**config.mk**
```make
export PLATFORM = sky130hd
export DESIGN_NAME = mem_bus_arbiter
export DESIGN_NICKNAME = d
export VERILOG_FILES = /design/src/rtl/mem_bus_arbiter.sv
export SDC_FILE = /design/constraint.sdc
export NUM_CORES = 1
export LEC_CHECK = 0
export CAP_MARGIN = 40
export CORE_ASPECT_RATIO = 0.7
export CORE_MARGIN = 5
export CORE_UTILIZATION = 40
export DETAILED_ROUTE_END_ITERATION = 16
export GPL_TIMING_DRIVEN = 0
export PLACE_DENSITY = 0.77
export SLEW_MARGIN = 0
export SYNTH_ARGS = -nofsm -noshare
export SYNTH_HDL_FRONTEND = slang
export SYNTH_SLANG_ARGS = --single-unit
```
**constraint.sdc**
```tcl
create_clock -name clk -period 1.9 [get_ports clk]
set_input_delay 0.57 -clock clk [delete_from_list [all_inputs] [get_ports clk]]
set_output_delay 0.57 -clock clk [all_outputs]
set_load 0.03 [all_outputs]
```
**src/rtl/mem_bus_arbiter.sv**
```systemverilog
// mem_bus_arbiter: shares one memory bus between the fetch and mem_access
// stages. Data has priority over fetch; ARB_FAIR_EN adds a starvation
// counter that forces fetch through after STARVE_LIMIT data grants.
// Ports: clk/rst; fetch side i_req/i_addr -> i_rdata/i_ready_n;
// data side d_req/d_write/d_size/d_addr/d_wdata -> d_rdata/d_ready_n;
// memory side m_req/m_write/m_size/m_addr/m_wdata/m_owner <- m_rdata,
// m_ready_n, m_busy. Ready outputs are active-low one-cycle pulses.
module mem_bus_arbiter #(
  parameter int STARVE_LIMIT = 4,
  parameter int CNT_W        = 3
) (
  input  logic        clk,
  input  logic        rst,
  input  logic        i_req,
  input  logic [31:0] i_addr,
  output logic [31:0] i_rdata,
  output logic        i_ready_n,
  input  logic        d_req,
  input  logic        d_write,
  input  logic [1:0]  d_size,
  input  logic [31:0] d_addr,
  input  logic [31:0] d_wdata,
  output logic [31:0] d_rdata,
  output logic        d_ready_n,
  output logic        m_req,
  output logic        m_write,
  output logic [1:0]  m_size,
  output logic [31:0] m_addr,
  output logic [31:0] m_wdata,
  input  logic [31:0] m_rdata,
  input  logic        m_ready_n,
  input  logic        m_busy,
  output logic        m_owner
);

  typedef enum logic [1:0] {
    S_IDLE,
    S_BUS_I,
    S_BUS_D,
    S_RESP
  } state_t;

  state_t      r_state;
  logic        r_m_req;
  logic        r_m_write;
  logic [1:0]  r_m_size;
  logic [31:0] r_m_addr;
  logic [31:0] r_m_wdata;
  logic        r_m_owner;
  logic        r_i_ready_n;
  logic        r_d_ready_n;
  logic [31:0] r_i_rdata;
  logic [31:0] r_d_rdata;

  logic w_force;
  logic w_grant_d;
  logic w_grant_i;

`ifdef ARB_FAIR_EN
  logic [CNT_W-1:0] r_starve;

  assign w_force = (r_starve == CNT_W'(STARVE_LIMIT)) && i_req;

  // Counts data grants that made a waiting fetch wait longer.
  always_ff @(posedge clk) begin
    if (rst) begin
      r_starve <= '0;
    end else if (w_grant_i) begin
      r_starve <= '0;
    end else if (w_grant_d && i_req &&
                 (r_starve != CNT_W'(STARVE_LIMIT))) begin
      r_starve <= r_starve + 1'b1;
    end
  end
`else
  logic w_unused_params;

  assign w_force         = 1'b0;
  assign w_unused_params = |{STARVE_LIMIT, CNT_W};
`endif

  // Grants only happen from IDLE with the bus willing to accept.
  assign w_grant_d = (r_state == S_IDLE) && !m_busy &&
                     d_req && !w_force;
  assign w_grant_i = (r_state == S_IDLE) && !m_busy &&
                     !w_grant_d && i_req;

  always_ff @(posedge clk) begin
    if (rst) begin
      r_state     <= S_IDLE;
      r_m_req     <= 1'b0;
      r_m_write   <= 1'b0;
      r_m_size    <= 2'b00;
      r_m_addr    <= '0;
      r_m_wdata   <= '0;
      r_m_owner   <= 1'b0;
      r_i_ready_n <= 1'b1;
      r_d_ready_n <= 1'b1;
      r_i_rdata   <= '0;
      r_d_rdata   <= '0;
    end else begin
      unique case (r_state)
        S_IDLE: begin
          if (w_grant_d) begin
            r_state   <= S_BUS_D;
            r_m_req   <= 1'b1;
            r_m_write <= d_write;
            r_m_size  <= d_size;
            r_m_addr  <= d_addr;
            r_m_wdata <= d_wdata;
            r_m_owner <= 1'b1;
          end else if (w_grant_i) begin
            r_state   <= S_BUS_I;
            r_m_req   <= 1'b1;
            r_m_write <= 1'b0;
            r_m_size  <= 2'b10;
            r_m_addr  <= i_addr;
            r_m_wdata <= '0;
            r_m_owner <= 1'b0;
          end
        end
        S_BUS_I: begin
          if (!m_ready_n) begin
            r_i_rdata   <= m_rdata;
            r_m_req     <= 1'b0;
            r_m_write   <= 1'b0;
            r_i_ready_n <= 1'b0;
            r_state     <= S_RESP;
          end
        end
        S_BUS_D: begin
          if (!m_ready_n) begin
            r_d_rdata   <= m_rdata;
            r_m_req     <= 1'b0;
            r_m_write   <= 1'b0;
            r_d_ready_n <= 1'b0;
            r_state     <= S_RESP;
          end
        end
        S_RESP: begin
          r_i_ready_n <= 1'b1;
          r_d_ready_n <= 1'b1;
          r_state     <= S_IDLE;
        end
        default: r_state <= S_IDLE;
      endcase
    end
  end

  assign m_req     = r_m_req;
  assign m_write   = r_m_write;
  assign m_size    = r_m_size;
  assign m_addr    = r_m_addr;
  assign m_wdata   = r_m_wdata;
  assign m_owner   = r_m_owner;
  assign i_ready_n = r_i_ready_n;
  assign d_ready_n = r_d_ready_n;
  assign i_rdata   = r_i_rdata;
  assign d_rdata   = r_d_rdata;

endmodule

```
==> impl_metrics.env <==
export IMPL_wl_per_cell_um=17.5
export IMPL_synthAdderAreaFrac_pct=1.15
export IMPL_synthesis_nets=733
export IMPL_dp_slack_ns=-0.301
export IMPL_cellLeakagePower_nw=3.85
export IMPL_tightest_slew_ns=0.511
export IMPL_synth_top_family_by_area="compound AO/OA/AOI/OAI gates"
export IMPL_synthTopCellsByArea="dfxtp_1, nand2_1, a22oi_2, a21oi_1, o221a_2"
export IMPL_slew_violations=0
export IMPL_yosysWarnings=0
export IMPL_design_area_um2=8840
export IMPL_worst_ir_drop_vdd_mv=0.706
export IMPL_drc=0
export IMPL_grt_pass1_vias=5632
export IMPL_ys_seq_area_share_pct=50.4
export IMPL_ios=272
export IMPL_area_delta_synth_final_pct=62.5
export IMPL_die_height_um=108
export IMPL_drtPass1Iterations=5
export IMPL_r2r_end="m_write"
export IMPL_fin_util_pct=66.8
export IMPL_numCtsBuffers=17
export IMPL_fmaxAchievable_ghz=0.554
export IMPL_initial_core_util_pct=41.1
export IMPL_wl_mm=18.9
export IMPL_cp_start_kind="input pin"
export IMPL_synthCells=591
export IMPL_switchingPower_mw=3.83
export IMPL_synth_compound_area_share_pct=26.9
export IMPL_p_seq_share_pct=32.8
export IMPL_place_hpwl_mm=14.8
export IMPL_rrSetupSlack_ns=0.15
export IMPL_drive_gt1_share_pct=14.9
export IMPL_min_from="i_rdata[17]"
export IMPL_synthXorXnorAreaFrac_pct=0
export IMPL_instances_no_fill=1078
export IMPL_power_mw=10.9
export IMPL_muxShareOfSynthArea_pct=0.368
export IMPL_rsz0062_at_grt="no"
export IMPL_relSlewSlack_pct=65.9
export IMPL_antenna_found_initial=0
export IMPL_netlist_area_um2=5440
export IMPL_status="finished, final reports clean"
export IMPL_setup_violations_final=0
export IMPL_timing_rr_start="r_state[0]"
export IMPL_fin_crit_sh_pct=94.9
export IMPL_cts_sinks=137
export IMPL_ys_ff_latch=137
export IMPL_reg2regPathDepth=6
export IMPL_dieArea_um2=16100
export IMPL_setup_tns_ns=0
export IMPL_nets=1022
export IMPL_finalHoldViolCount=0
export IMPL_core_um2=13200
export IMPL_whs_endpoint="i_rdata[17]"
export IMPL_hold_ws_ns=0.452
export IMPL_cts_tree="done"
export IMPL_num_antenna_cells=0
export IMPL_synthSimpleGateAreaFrac_pct=15.3
export IMPL_clkPwrFrac_pct=32.1
export IMPL_place_inst=1046
export IMPL_fin_ws_ns=0.0966
export IMPL_clkLatencyLatePin_ns=0.41
export IMPL_power_frac_comb_pct=35.1
export IMPL_portBuffers=270
export IMPL_worstHoldPathType="reg -> reg"
export IMPL_num_vias=5517
export IMPL_synthDistinctLibCells=33
export IMPL_clkTransAtPathRegs_ns=0.06
export IMPL_syn_area_per_cell_um2=9.20
export IMPL_synth_largest_area_cell="dfxtp_1"
export IMPL_crit_arrival_ns=2.09
export IMPL_routabilityCongestion=0.839
export IMPL_cts_max_level=4
export IMPL_drv_cap=0
export IMPL_first_iter_violations=225
export IMPL_grt_max_degree=17
export IMPL_overflow=0
export IMPL_hold_depth=2
export IMPL_root_buffer="clkbuf_16"
export IMPL_grt_pass1_wl_mm=29.8
export IMPL_cp_end_kind="flop"
export IMPL_viasPerCell=5.12
export IMPL_crit_type="in -> reg"
export IMPL_grtUsageTotal_pct=23.2
export IMPL_antenna_left=0
export IMPL_cts_buffer_depth=2
export IMPL_crit_required_ns=2.19
export IMPL_min_period_ns=1.80
export IMPL_intPower_mw=7.03
export IMPL_power_density_nw_per_um2=1230
export IMPL_row_count=35
export IMPL_p_sw_share_pct=35.3
export IMPL_die_w_um=149
export IMPL_finClkSkew_ns=0.0155
export IMPL_synth_top_area_share_pct=50.4
export IMPL_place_area_um2=8370
export IMPL_crit_fanout=10
## cell usage after synthesis
| library cell | instances |
|---|---|
| a211oi_1 | 2 |
| a211oi_2 | 5 |
| a21oi_1 | 69 |
| a21oi_2 | 1 |
| a22o_1 | 1 |
| a22oi_1 | 3 |
| a22oi_2 | 30 |
| a2bb2oi_1 | 27 |
| a32o_1 | 1 |
| and2b_1 | 1 |
| and3b_1 | 1 |
| buf_1 | 1 |
| buf_2 | 25 |
| buf_4 | 5 |
| buf_6 | 7 |
| clkbuf_1 | 16 |
| clkinv_1 | 1 |
| dfxtp_1 | 137 |
| ha_1 | 5 |
| inv_1 | 3 |
| mux2i_1 | 2 |
| nand2_1 | 131 |
| nand2b_1 | 3 |
| nor2_1 | 73 |
| nor2_4 | 1 |
| nor2b_1 | 2 |
| nor3b_1 | 1 |
| o21ai_0 | 2 |
| o21ai_1 | 1 |
| o21ai_4 | 1 |
| o221a_2 | 27 |
| o22ai_1 | 5 |
| o32ai_1 | 1 |
## registers in the layout (all words and copies together), names as in the netlist
signal,cells
d_rdata,32
i_rdata,32
m_addr,32
m_wdata,32
m_size,2
r_state,2
d_ready_n,1
i_ready_n,1
m_owner,1
m_req,1
m_write,1
## how the worst max path moves through the flow
stage          startpoint  slack [ns]  depth (start not counted)         end
6_report            d_req         0.1                          5  m_addr[28]
5_1_grt             d_req       0.005                          5   m_size[1]
4_1_cts        r_state[0]        0.03                          6     m_write
3_5_place_dp        d_req       -0.30                          5  m_addr[28]
3_3_place_gp        d_req       -0.28                          5  m_addr[28]
2_1_floorplan  r_state[0]        0.24                          6     m_write
## cell families (layout without fill, tap and decap cells)
family          count (synthesis)  in the layout
flops                         137            137
buf+inv                        58            360
compound gates                176            176
fa+ha+maj                       5              5
mux                             2              2
simple gates                  213            213
## critical path, stage by stage
cell and delay, ns:
clkdlybuf4s50_1 0.52, clkinv_1 0.21, clkbuf_1 0.30, a2bb2oi_1 0.23, o221a_2 0.25
## placed cells by master (no fill, tap or decap), types with 2 or more instances in the layout
cell and n:
dfxtp_1 137, clkdlybuf4s50_1 135, dlygate4sd2_1 135, nand2_1 131, nor2_1 73, a21oi_1 69, a22oi_2 30, a2bb2oi_1 27
o221a_2 27, buf_2 24, clkbuf_1 18, clkbuf_16 17, buf_6 7, buf_4 5, o22ai_1 5, a211oi_2 5
ha_1 4, bufinv_16 4, inv_6 4, inv_1 3, nand2b_1 3, a22oi_1 3, mux2i_1 2, nor2b_1 2
o21ai_0 2, a211oi_1 2, clkinv_4 2, clkinv_2 2
## power groups by stage
| stage | registers (mW) | clock network [mW] | logic, mW |
|---|---|---|---|
| 2_1_floorplan | 4.40 | 0 | 1.68 |
| 3_3_place_gp | 3.60 | 0 | 3.96 |
| 3_5_place_dp | 3.63 | 0 | 4.05 |
| 4_1_cts | 3.56 | 3.55 | 3.80 |
| 5_1_grt | 3.61 | 3.68 | 4.10 |
| 6_report | 3.56 | 3.49 | 3.81 |
## cell type report
type	instances	area [µm²]
Buffer	54	308
Clock buffer	19	433
Clock inverter	13	190
Fill cell	1122	4390
Inverter	4	15.0
Multi-Input combinational cell	396	2380
Sequential cell	137	2740
Tap cell	185	231
Timing Repair Buffer	270	2530
## per-layer routing
| layer | vias up | global-route usage (%) | part of all wire (%) |
|---|---|---|---|
| met2 | 252 | 38.8 | 48 |
| li1 | 2633 | - | - |
| met4 | 0 | 8.43 | 2.5 |
| met1 | 2596 | 28.2 | 40 |
| met3 | 36 | 7.53 | 9.0 |
| met5 | - | 0 | 0 |
## repair_timing
action	CTS	global route
setup endpoints to repair	135	3
hold buffers	0	0
setup buffers	0	0
resized for setup	135	3
No activity file was read; power rests on OpenSTA's default activity.
